<file path="config.mk">
export PLATFORM = sky130hd
export DESIGN_NAME = qam_mapper_controller_flat
export DESIGN_NICKNAME = d
export VERILOG_FILES = /design/src/rtl/qam_pkg.sv /design/src/rtl/qam_mapper_controller_if.sv /design/src/rtl/qam_tx_fifo.sv /design/src/rtl/qam_mapper_controller.sv /design/src/flat_wrapper.sv
export SDC_FILE = /design/constraint.sdc
export NUM_CORES = 1
export LEC_CHECK = 0
export ABC_AREA = 1
export CAP_MARGIN = 20
export CORE_MARGIN = 2
export CORE_UTILIZATION = 55
export CTS_BUF_LIST = sky130_fd_sc_hd__clkbuf_2 sky130_fd_sc_hd__clkbuf_4 sky130_fd_sc_hd__clkbuf_8
export DETAILED_ROUTE_END_ITERATION = 8
export GPL_TIMING_DRIVEN = 0
export PLACE_DENSITY = 0.77
export RECOVER_POWER = 25
export REMOVE_ABC_BUFFERS = 1
export SLEW_MARGIN = 20
export SYNTH_ARGS = -nofsm -noshare
export SYNTH_HDL_FRONTEND = slang
export SYNTH_SLANG_ARGS = --single-unit
</file>
<file path="constraint.sdc">
create_clock -name dclk -period 2 [get_ports dclk]
set_input_delay 0.6 -clock dclk [delete_from_list [all_inputs] [get_ports dclk]]
set_output_delay 0.6 -clock dclk [all_outputs]
set_load 0.02 [all_outputs]
</file>
<file path="src/rtl/qam_pkg.sv">
// Shared 16-QAM definitions: controller state encoding and the Gray-to-level map
// that the demapper's inverse slicer also uses.
package qam_pkg;

  localparam int BITS_PER_SYM = 4;

  typedef enum logic [1:0] {
    IDLE = 2'b00,
    FILL = 2'b01,
    SEND = 2'b10,
    DONE = 2'b11
  } state_t;

  // Gray-coded 2-bit field to signed amplitude: 00->-3, 01->-1, 11->+1, 10->+3
  function automatic logic signed [2:0] map_gray2(input logic [1:0] bits);
    case (bits)
      2'b00:   map_gray2 = -3'sd3;
      2'b01:   map_gray2 = -3'sd1;
      2'b11:   map_gray2 = 3'sd1;
      default: map_gray2 = 3'sd3;
    endcase
  endfunction

endpackage

</file>
<file path="src/rtl/qam_mapper_controller_if.sv">
// Host-side bundle of the QAM mapper controller: write/start controls, status flags
// and the mapped symbol stream toward the modulator.
interface qam_mapper_controller_if #(parameter int DEPTH = 16);
  import qam_pkg::*;

  logic                      enable;
  logic                      wr_en;
  logic [BITS_PER_SYM-1:0]   wr_data;
  logic                      start;
  logic                      full;
  logic                      available;
  logic                      busy;
  logic                      complete;
  logic [$clog2(DEPTH):0]    fill_level;
  logic                      sym_valid;
  logic signed [2:0]         i_out;
  logic signed [2:0]         q_out;

  modport master (
    output enable, wr_en, wr_data, start,
    input  full, available, busy, complete, fill_level, sym_valid, i_out, q_out
  );

  modport slave (
    input  enable, wr_en, wr_data, start,
    output full, available, busy, complete, fill_level, sym_valid, i_out, q_out
  );

endinterface

</file>
<file path="src/rtl/qam_tx_fifo.sv">
// Synchronous word FIFO with synchronous flush; pointers carry one extra wrap bit
// so full and empty are distinguished without a separate counter.
module qam_tx_fifo #(
  parameter int WIDTH = 4,
  parameter int DEPTH = 16
) (
  input  logic                       i_clk,
  input  logic                       i_rst,
  input  logic                       i_flush,
  input  logic                       i_wr_en,
  input  logic [WIDTH-1:0]           i_wr_data,
  input  logic                       i_rd_en,
  output logic [WIDTH-1:0]           o_rd_data,
  output logic                       o_full,
  output logic                       o_empty,
  output logic [$clog2(DEPTH):0]     o_level
);

  localparam int AW = $clog2(DEPTH);

  logic [AW:0]      r_wptr;
  logic [AW:0]      r_rptr;
  logic [WIDTH-1:0] r_mem [DEPTH];
  logic             w_do_wr;
  logic             w_do_rd;

  assign o_full    = (r_wptr ^ r_rptr) == (AW+1)'(DEPTH);
  assign o_empty   = r_wptr == r_rptr;
  assign o_level   = r_wptr - r_rptr;
  assign o_rd_data = r_mem[r_rptr[AW-1:0]];
  assign w_do_wr   = i_wr_en && !o_full && !i_flush;
  assign w_do_rd   = i_rd_en && !o_empty && !i_flush;

  always_ff @(posedge i_clk or posedge i_rst) begin
    if (i_rst) begin
      r_wptr <= '0;
      r_rptr <= '0;
    end else if (i_flush) begin
      r_wptr <= '0;
      r_rptr <= '0;
    end else begin
      if (w_do_wr) r_wptr <= r_wptr + 1'b1;
      if (w_do_rd) r_rptr <= r_rptr + 1'b1;
    end
  end

  always_ff @(posedge i_clk) begin
    if (w_do_wr) r_mem[r_wptr[AW-1:0]] <= i_wr_data;
  end

endmodule

</file>
<file path="src/rtl/qam_mapper_controller.sv">
// Buffers a host burst of 4-bit words and emits one Gray-mapped 16-QAM I/Q pair
// every SYM_DIV clocks once started.
module qam_mapper_controller
  import qam_pkg::*;
#(
  parameter int DEPTH   = 16,
  parameter int SYM_DIV = 4
) (
  input  logic dclk,
  input  logic reset,
  qam_mapper_controller_if.slave bus
);

  localparam int LVL_W = $clog2(DEPTH) + 1;
  localparam int CNT_W = $clog2(SYM_DIV);

  state_t                  r_state;
  state_t                  w_next;
  logic                    w_wr;
  logic                    w_rd;
  logic                    w_flush;
  logic                    w_full;
  logic                    w_empty;
  logic [LVL_W-1:0]        w_level;
  logic [BITS_PER_SYM-1:0] w_rd_data;
  logic [CNT_W-1:0]        r_cnt;
  logic                    r_sym_valid;
  logic signed [2:0]       r_i;
  logic signed [2:0]       r_q;

  qam_tx_fifo #(.WIDTH(BITS_PER_SYM), .DEPTH(DEPTH)) u_fifo (
    .i_clk     (dclk),
    .i_rst     (reset),
    .i_flush   (w_flush),
    .i_wr_en   (w_wr),
    .i_wr_data (bus.wr_data),
    .i_rd_en   (w_rd),
    .o_rd_data (w_rd_data),
    .o_full    (w_full),
    .o_empty   (w_empty),
    .o_level   (w_level)
  );

  always_ff @(posedge dclk or posedge reset) begin
    if (reset) r_state <= IDLE;
    else       r_state <= w_next;
  end

  always_comb begin
    w_next  = r_state;
    w_wr    = 1'b0;
    w_rd    = 1'b0;
    w_flush = 1'b0;
    if (!bus.enable) begin
      w_next  = IDLE;
      w_flush = 1'b1;
    end else begin
      case (r_state)
        IDLE: if (bus.wr_en && !w_full) begin
          w_wr   = 1'b1;
          w_next = FILL;
        end
        // FIFO is never empty in FILL, so start alone launches the burst
        FILL: begin
          w_wr = bus.wr_en && !w_full;
          if (bus.start) w_next = SEND;
        end
        SEND: if (r_cnt == '0) begin
          if (!w_empty) w_rd   = 1'b1;
          else          w_next = DONE;
        end
        DONE: if (!bus.start) w_next = IDLE;
        default: w_next = IDLE;
      endcase
    end
  end

  always_ff @(posedge dclk or posedge reset) begin
    if (reset)                               r_cnt <= '0;
    else if (r_state != SEND)                r_cnt <= '0;
    else if (r_cnt == CNT_W'(SYM_DIV - 1))   r_cnt <= '0;
    else                                     r_cnt <= r_cnt + 1'b1;
  end

  // I/Q hold their last value between pulses and through DONE
  always_ff @(posedge dclk or posedge reset) begin
    if (reset) begin
      r_sym_valid <= 1'b0;
      r_i         <= '0;
      r_q         <= '0;
    end else begin
      r_sym_valid <= w_rd;
      if (w_rd) begin
        r_i <= map_gray2(w_rd_data[3:2]);
        r_q <= map_gray2(w_rd_data[1:0]);
      end
    end
  end

  assign bus.available  = (r_state == IDLE || r_state == FILL) && !w_full;
  assign bus.full       = !bus.available;
  assign bus.busy       = r_state == SEND;
  assign bus.complete   = r_state == DONE;
  assign bus.fill_level = w_level;
  assign bus.sym_valid  = r_sym_valid;
  assign bus.i_out      = r_i;
  assign bus.q_out      = r_q;

endmodule
</file>
<file path="src/flat_wrapper.sv">
// flat-port wrapper written by rule: the top's interface ports become plain ports
module qam_mapper_controller_flat import qam_pkg::*;
#(
  parameter int DEPTH   = 16,
  parameter int SYM_DIV = 4
)
  (dclk, reset, bus_enable, bus_wr_en, bus_wr_data, bus_start, bus_full, bus_available, bus_busy, bus_complete, bus_fill_level, bus_sym_valid, bus_i_out, bus_q_out);
  qam_mapper_controller_if #(.DEPTH(DEPTH)) bus_i ();
  input  logic dclk;
  input  logic reset;
  input wire logic [$bits(bus_i.enable)-1:0] bus_enable;
  input wire logic [$bits(bus_i.wr_en)-1:0] bus_wr_en;
  input wire logic [$bits(bus_i.wr_data)-1:0] bus_wr_data;
  input wire logic [$bits(bus_i.start)-1:0] bus_start;
  output wire logic [$bits(bus_i.full)-1:0] bus_full;
  output wire logic [$bits(bus_i.available)-1:0] bus_available;
  output wire logic [$bits(bus_i.busy)-1:0] bus_busy;
  output wire logic [$bits(bus_i.complete)-1:0] bus_complete;
  output wire logic [$bits(bus_i.fill_level)-1:0] bus_fill_level;
  output wire logic [$bits(bus_i.sym_valid)-1:0] bus_sym_valid;
  output wire logic [$bits(bus_i.i_out)-1:0] bus_i_out;
  output wire logic [$bits(bus_i.q_out)-1:0] bus_q_out;
  assign bus_i.enable = bus_enable;
  assign bus_i.wr_en = bus_wr_en;
  assign bus_i.wr_data = bus_wr_data;
  assign bus_i.start = bus_start;
  assign bus_full = bus_i.full;
  assign bus_available = bus_i.available;
  assign bus_busy = bus_i.busy;
  assign bus_complete = bus_i.complete;
  assign bus_fill_level = bus_i.fill_level;
  assign bus_sym_valid = bus_i.sym_valid;
  assign bus_i_out = bus_i.i_out;
  assign bus_q_out = bus_i.q_out;
  qam_mapper_controller #(.DEPTH(DEPTH), .SYM_DIV(SYM_DIV)) u_core (.dclk(dclk), .reset(reset), .bus(bus_i));
endmodule
</file>
==> results of run 1 <==
==> flip-flops by register name, indices dropped and copies added, names as in the netlist <==
signal / cells
u_core.bus.i_out: 2
u_core.u_fifo.r_wptr: 5
u_core.bus.q_out: 3
u_core.r_state: 2
u_core.r_cnt: 2
u_core.u_fifo.r_rptr: 5
u_core.bus.sym_valid: 1
u_core.u_fifo.r_mem: 64
==> worst max-delay path by stage <==
stage,start,to,cells after the start
3_3_place_gp,u_core.u_fifo.r_rptr[1]$_DFFE_PP0P_,bus_full,7
2_1_floorplan,u_core.u_fifo.r_rptr[1]$_DFFE_PP0P_,bus_full,6
3_5_place_dp,u_core.u_fifo.r_rptr[1]$_DFFE_PP0P_,bus_full,7
4_1_cts,u_core.u_fifo.r_rptr[0]$_DFFE_PP0P_,bus_fill_level[4],6
5_1_grt,u_core.u_fifo.r_wptr[1]$_DFFE_PP0P_,bus_fill_level[4],6
6_report,u_core.u_fifo.r_wptr[1]$_DFFE_PP0P_,bus_fill_level[4],6
==> critical path: cells and delay by family (launching register included) <==
kind                       cells  cell delay (ns)
DFF                            1             0.47
AOI/OAI and AO/OA              1             0.05
and+or+nand+nor                1             0.14
xor gates and xnor gates       1             0.15
adders and majority gates      1             0.43
buffers and inverters          2             0.32
==> through the flow <==
stage                     hold WS (ns)  setup WS (ns)
after floorplan                  0.435         -0.513
after global placement           0.448          -1.41
after detailed placement         0.464          -1.45
after CTS                        0.474         -0.514
after global routing             0.497         -0.567
final                            0.471         -0.508
==> kinds of logic (layout without fill, tap and decap cells) <==
family | Yosys count | count (layout) | share of synthesized area
xor+xnor | 6 | 6 | 0.0131
flops | 84 | 84 | 0.605
simple gates | 168 | 168 | 0.175
fa+ha+maj | 20 | 20 | 0.0644
compound gates | 68 | 68 | 0.0928
buf+inv | 46 | 102 | 0.0497
==> Yosys cell counts, types with 2 or more instances <==
master    number
o21ai_1        2
nor3_1         3
o31ai_1        2
nand3_1       11
dfrtp_1       20
nand4_1        2
buf_4          3
clkbuf_1       6
inv_1         29
a21oi_1        4
edfxtp_1      64
nor2_1        75
nand2_2        2
xor2_1         5
o21ai_0       45
buf_2          6
ha_1          19
o22ai_1        9
nand2_1       67
o211ai_1       5
==> per-layer routing <==
metal	track usage	up-vias	wire [um]
met4	0.0950	0	257
li1	-	1430	-
met3	0.0351	26	784
met2	0.405	172	5280
met5	0	-	0
met1	0.363	1548	4130
==> cell type report <==
| class | instances | share of cell area |
|---|---|---|
| Multi-Input combinational cell | 262 | 0.337 |
| Clock buffer | 11 | 0.0269 |
| Clock inverter | 4 | 0.00533 |
| Timing Repair Buffer | 57 | 0.111 |
| Tap cell | 99 | 0.0240 |
| Sequential cell | 84 | 0.472 |
| Timing Repair inverter | 1 | 0.00145 |
| Inverter | 29 | 0.0230 |
==> report_power, final <==
group / total [mW] / leakage, nW / internal [mW] / switching, mW
logic: 1.54 / 1.10 / 0.642 / 0.899
registers: 2.08 / 0.833 / 1.99 / 0.0904
clock network: 1.07 / 0.0799 / 0.470 / 0.603
total: 4.70 / 2.02 / 3.10 / 1.59
==> what timing repair did <==
action,CTS,global route
endpoints found under the setup margin,91,78
setup buffers,20,12
resized for setup,126,40
gates cloned,1,1
pin swaps,8,14
==> out/results.txt, run 1 <==
most common cell after layout, fill and taps aside -> edfxtp_1
final setup fails -> 74
Antenna Nets Post-Route -> 0
H-tree depth -> 3
Crit Path Class -> reg2out
worst reg-to-reg setup slack -> -0.23 ns
fin crit share -> 1.25
CTS tree -> done
vias in the first global route -> 2941
first-pass GRT wire length -> 14800 um
Max FO, Critical Path -> 5
setup TNS -> -13.04 ns
share of cells above drive strength 1 -> 0.275
Clk Latency, worst-skew pair -> 0.36 ns
EDFF count, synth -> 64
synth warn -> 0
Primary FF master, synth -> edfxtp_1
RSZ-0062 raised after global routing -> true
largest cells by area after synthesis -> edfxtp_1 48%, dfrtp_1 12%, nor2_1 7.0%, nand2_1 6.3%, ha_1 5.9%
HP Class -> reg2reg
post-route cell area -> 5170 sq um
core area -> 7140 sq um
# fillers -> 492
P&R area growth vs syn -> 29.0%
status -> complete, but fails checks
max incr delay on CP -> 0.47 ns
clock root buffer -> clkbuf_8
register area share after synthesis -> 0.605
per-cell routed wire length -> 19.1 um
top cell type by total area after synthesis -> edfxtp_1
Slew @ Worst Pin -> 0.809 ns
Initial DRC Count -> 332
Clock Tree Buf Depth -> 2
Vias -> 3176
Power per Cell Area -> 909 nW/um^2
Worst Min Path Start -> u_core.r_cnt[0]$_DFF_PP0_
Hold Path Sink -> u_core.r_cnt[0]$_DFF_PP0_
final setup margin -> -0.508 ns
wirelength, routed -> 10400 um
number of I/O port buffers -> 24
Hold Path Depth -> 1
num rows -> 31
crit path time final -> 2.51 ns
clock skew -> 0.00936 ns
Avg Cell Area, Syn -> 10.2 sq um
top cell type's share of synthesized area -> 0.480
TritonCTS Buffers -> 9
post-synthesis cell type count -> 33
fin nets -> 473
Mapped Area -> 4010 sq um
CTS Sinks -> 84
R2R cell count -> 12
crit path DAT -> 1.91 ns
gr usage total -> 0.256
gr ovfl total -> 0
die area -> 7980 sq um
most frequent cells in the layout -> 64 x edfxtp_1, 61 x nand2_1, 48 x nor2_1
Starting Density -> 0.561
Slew HR -> 0.460
power consumption -> 4.70 mW
Chip Height -> 89.3 um
pin count of the biggest net entering global routing -> 21
Mapped Cells -> 392
gpl congestion -> 0.789
num ports -> 25
Final HPWL DP -> 5490 um
placed insts -> 498
final std cells w/o fill -> 547
initial antenna violation count -> 0
worst path cell trace -> inv_1, fa_2, nor2_2, a211oi_2, xor2_1, buf_4
DR vias/cell -> 5.81
CTS Hold Bufs -> 0
DRT Pass-1 Iters -> 5
FMAX -> 399 MHz
endpoints failing hold -> 0
failing checks -> negative setup slack
max cap viols -> 0
multi-input logic area -> 1740 sq um
reg-to-reg startpoint -> u_core.u_fifo.r_rptr[1]$_DFFE_PP0P_
Post-route DRC -> 0
RR Endpoint -> u_core.u_fifo.r_mem[9][0]$_DFFE_PP_
Worst EP required -> 1.40 ns
Post-synth ARST share -> 0.238
worst vdd ir -> 551 uV
CP endpoint kind -> primary output
cell area after placement -> 4280 sq um
Crit-path slowest cell -> dfrtp_2
fin. max-slew vios -> 0
CP Launch Type -> flop
Final Core Density -> 0.724
Die Wd -> 89.3 um
Antenna diodes -> 0
clock transition at the registers of the reported paths -> 0.09 ns
leak pwr -> 2.02 nW
synthesized flop and latch total -> 84
Reg area -> 2440 sq um
Note: power is estimated with default switching activity, not from simulation.
==> run 2, diff against run 1 <==
SLEW_MARGIN = not set   (was 20)
==> results of run 2 <==
Final layout, timing and power as in run 1 (identical DEF).
==> run 3, diff against run 2 <==
CORE_ASPECT_RATIO = 0.7   (was not set)
==> run 3 against run 2 <==
- the run still ends with negative setup slack left
- fmax fell by 0.63%
- combinational power about the same
- flip-flop and latch count stayed put
- routed wire length increased by 7.9%
==> out/results.txt, run 3 (same netlist as run 1, synthesis figures left out) <==
clock skew -> 0.0169 ns (was 0.00936 ns)
clock transition at the registers of the reported paths -> 0.09 ns (about the same)
Worst Min Path Start -> u_core.r_cnt[0]$_DFF_PP0_ (unchanged)
CP Launch Type -> flop (unchanged)
initial antenna violation count -> 0 (unchanged)
Antenna diodes -> 0 (unchanged)
pin count of the biggest net entering global routing -> 21 (unchanged)
Final HPWL DP -> 5660 um (was 5490 um)
pre-CTS setup slack -> -1.44 ns (was -1.45 ns)
P&R area growth vs syn -> 30.9% (was 29.0%)
crit path time final -> 2.52 ns (was 2.51 ns)
fin crit share -> 1.26 (was 1.25)
Slew @ Worst Pin -> 0.782 ns (was 0.809 ns)
Slew HR -> 0.478 (was 0.460)
gr ovfl total -> 0 (unchanged)
Vias -> 3272 (was 3176)
max cap viols -> 0 (unchanged)
Hold Path Depth -> 1 (unchanged)
power consumption -> 4.94 mW (was 4.70 mW)
number of flip-flops in the largest register -> 64 (unchanged)
H-tree depth -> 3 (unchanged)
Max FO, Critical Path -> 9 (was 5)
TritonCTS Buffers -> 9 (unchanged)
reg-to-reg startpoint -> u_core.u_fifo.r_rptr[0]$_DFFE_PP0P_ (was u_core.u_fifo.r_rptr[1]$_DFFE_PP0P_)
most common cell after layout, fill and taps aside -> edfxtp_1 (unchanged)
final setup fails -> 76 (was 74)
Initial DRC Count -> 450 (was 332)
Die Wd -> 106 um (was 89.3 um)
worst vdd ir -> 669 uV (was 551 uV)
worst reg-to-reg setup slack -> -0.30 ns (was -0.23 ns)
Power per Cell Area -> 942 nW/um^2 (was 909 nW/um^2)
clock root buffer -> clkbuf_8 (unchanged)
Chip Height -> 75.4 um (was 89.3 um)
gpl congestion -> 0.838 (was 0.789)
crit path DAT -> 1.92 ns (was 1.91 ns)
HP Class -> reg2reg (unchanged)
DR vias/cell -> 6.04 (was 5.81)
num rows -> 25 (was 31)
CTS Hold Bufs -> 0 (unchanged)
most frequent cells in the layout -> 64 x edfxtp_1, 60 x nand2_1, 49 x nor2_1 (was 64 x edfxtp_1, 61 x nand2_1, 48 x nor2_1)
gr usage total -> 0.290 (was 0.256)
Worst EP required -> 1.40 ns (about the same)
Clk Latency, worst-skew pair -> 0.36 ns (about the same)
die area -> 7990 sq um (was 7980 sq um)
R2R cell count -> 14 (was 12)
endpoints failing hold -> 0 (unchanged)
core area -> 6910 sq um (was 7140 sq um)
Starting Density -> 0.579 (was 0.561)
# fillers -> 406 (was 492)
DRT Pass-1 Iters -> 5 (unchanged)
CTS tree -> done (unchanged)
leak pwr -> 2.05 nW (was 2.02 nW)
CTS Sinks -> 84 (unchanged)
fin. max-slew vios -> 0 (unchanged)
share of cells above drive strength 1 -> 0.275 (unchanged)
CP endpoint kind -> primary output (unchanged)
RR Endpoint -> u_core.bus.i_out[1]$_DFFE_PP0P_ (was u_core.u_fifo.r_mem[9][0]$_DFFE_PP_)
Post-route DRC -> 0 (unchanged)
FMAX -> 396 MHz (was 399 MHz)
first-pass GRT wire length -> 16900 um (was 14800 um)
Hold Path Sink -> u_core.r_cnt[0]$_DFF_PP0_ (unchanged)
Clock Tree Buf Depth -> 2 (unchanged)
status -> complete, but fails checks (unchanged)
num ports -> 25 (unchanged)
Crit Path Class -> reg2out (unchanged)
vias in the first global route -> 3143 (was 2941)
number of I/O port buffers -> 24 (unchanged)
RSZ-0062 raised after global routing -> true (unchanged)
Antenna Nets Post-Route -> 0 (unchanged)
post-route cell area -> 5240 sq um (was 5170 sq um)
final setup margin -> -0.524 ns (was -0.508 ns)
fin nets -> 472 (was 473)
cell area after placement -> 4270 sq um (was 4280 sq um)
failing checks -> negative setup slack (unchanged)
wirelength, routed -> 11300 um (was 10400 um)
per-cell routed wire length -> 20.8 um (was 19.1 um)
-- run 3: where the power goes --
part | switching (mW) | internal, mW | total [mW]
registers | 0.0881 | 1.99 | 2.08
clock network | 0.602 | 0.697 | 1.30
logic | 0.923 | 0.638 | 1.56
-- run 3: critical path, stage by stage (launching register included) --
cell	delay [ns]
dfrtp_4	0.52
buf_12	0.16
fa_2	0.40
nor2_4	0.11
a211oi_2	0.05
xor2_1	0.16
buf_4	0.17
-- run 3: area by class of cell --
type	count	area, sq um	area share
timing repair buffer	55	598	0.114
clock inverter	7	88.8	0.0169
clock buffer	9	124	0.0236
tap	94	118	0.0224
timing repair inverter	2	15.0	0.00286
inverter	29	119	0.0227
multi-input combinational	262	1740	0.333
sequential	84	2440	0.465
-- run 3: what timing repair did --
item                                   4_1_cts  5_1_grt
gates cloned                                 4        0
setup buffers                               21        8
gates resized for setup                    148       31
pin swaps                                   20       20
endpoints found under the hold margin        0        0
setup endpoints to repair                   91       82
-- run 3: how the worst max path moves through the flow --
| stage | start | to | slack (ns) | cells past startpoint |
|---|---|---|---|---|
| floorplan | u_core.u_fifo.r_rptr[1]$_DFFE_PP0P_ | bus_full | -0.51 | 6 |
| global placement | u_core.u_fifo.r_rptr[1]$_DFFE_PP0P_ | bus_fill_level[3] | -1.38 | 6 |
| detailed placement | u_core.u_fifo.r_rptr[1]$_DFFE_PP0P_ | bus_fill_level[3] | -1.44 | 6 |
| CTS | u_core.u_fifo.r_rptr[0]$_DFFE_PP0P_ | bus_fill_level[4] | -0.48 | 6 |
| global route | u_core.u_fifo.r_rptr[0]$_DFFE_PP0P_ | bus_fill_level[4] | -0.55 | 6 |
| finish | u_core.u_fifo.r_rptr[1]$_DFFE_PP0P_ | bus_fill_level[4] | -0.52 | 6 |
-- run 3: metal layers --
layer,GRT usage,up-vias,share of wire
li1,-,1434,-
met1,0.404,1576,0.40
met2,0.470,231,0.47
met3,0.0547,31,0.11
met4,0.107,0,0.019
met5,0,-,0
-- run 3: per-stage QoR --
stage	util	hold slack, ns	cells	TNS (ns)
global route	0.758	0.522	542	-19.31
global placement	0.618	0.451	493	-93.86
detailed placement	0.618	0.469	493	-101.25
CTS	0.737	0.483	534	-3.00
finish	0.758	0.489	542	-15.42
floorplan	-	0.435	375	-23.23
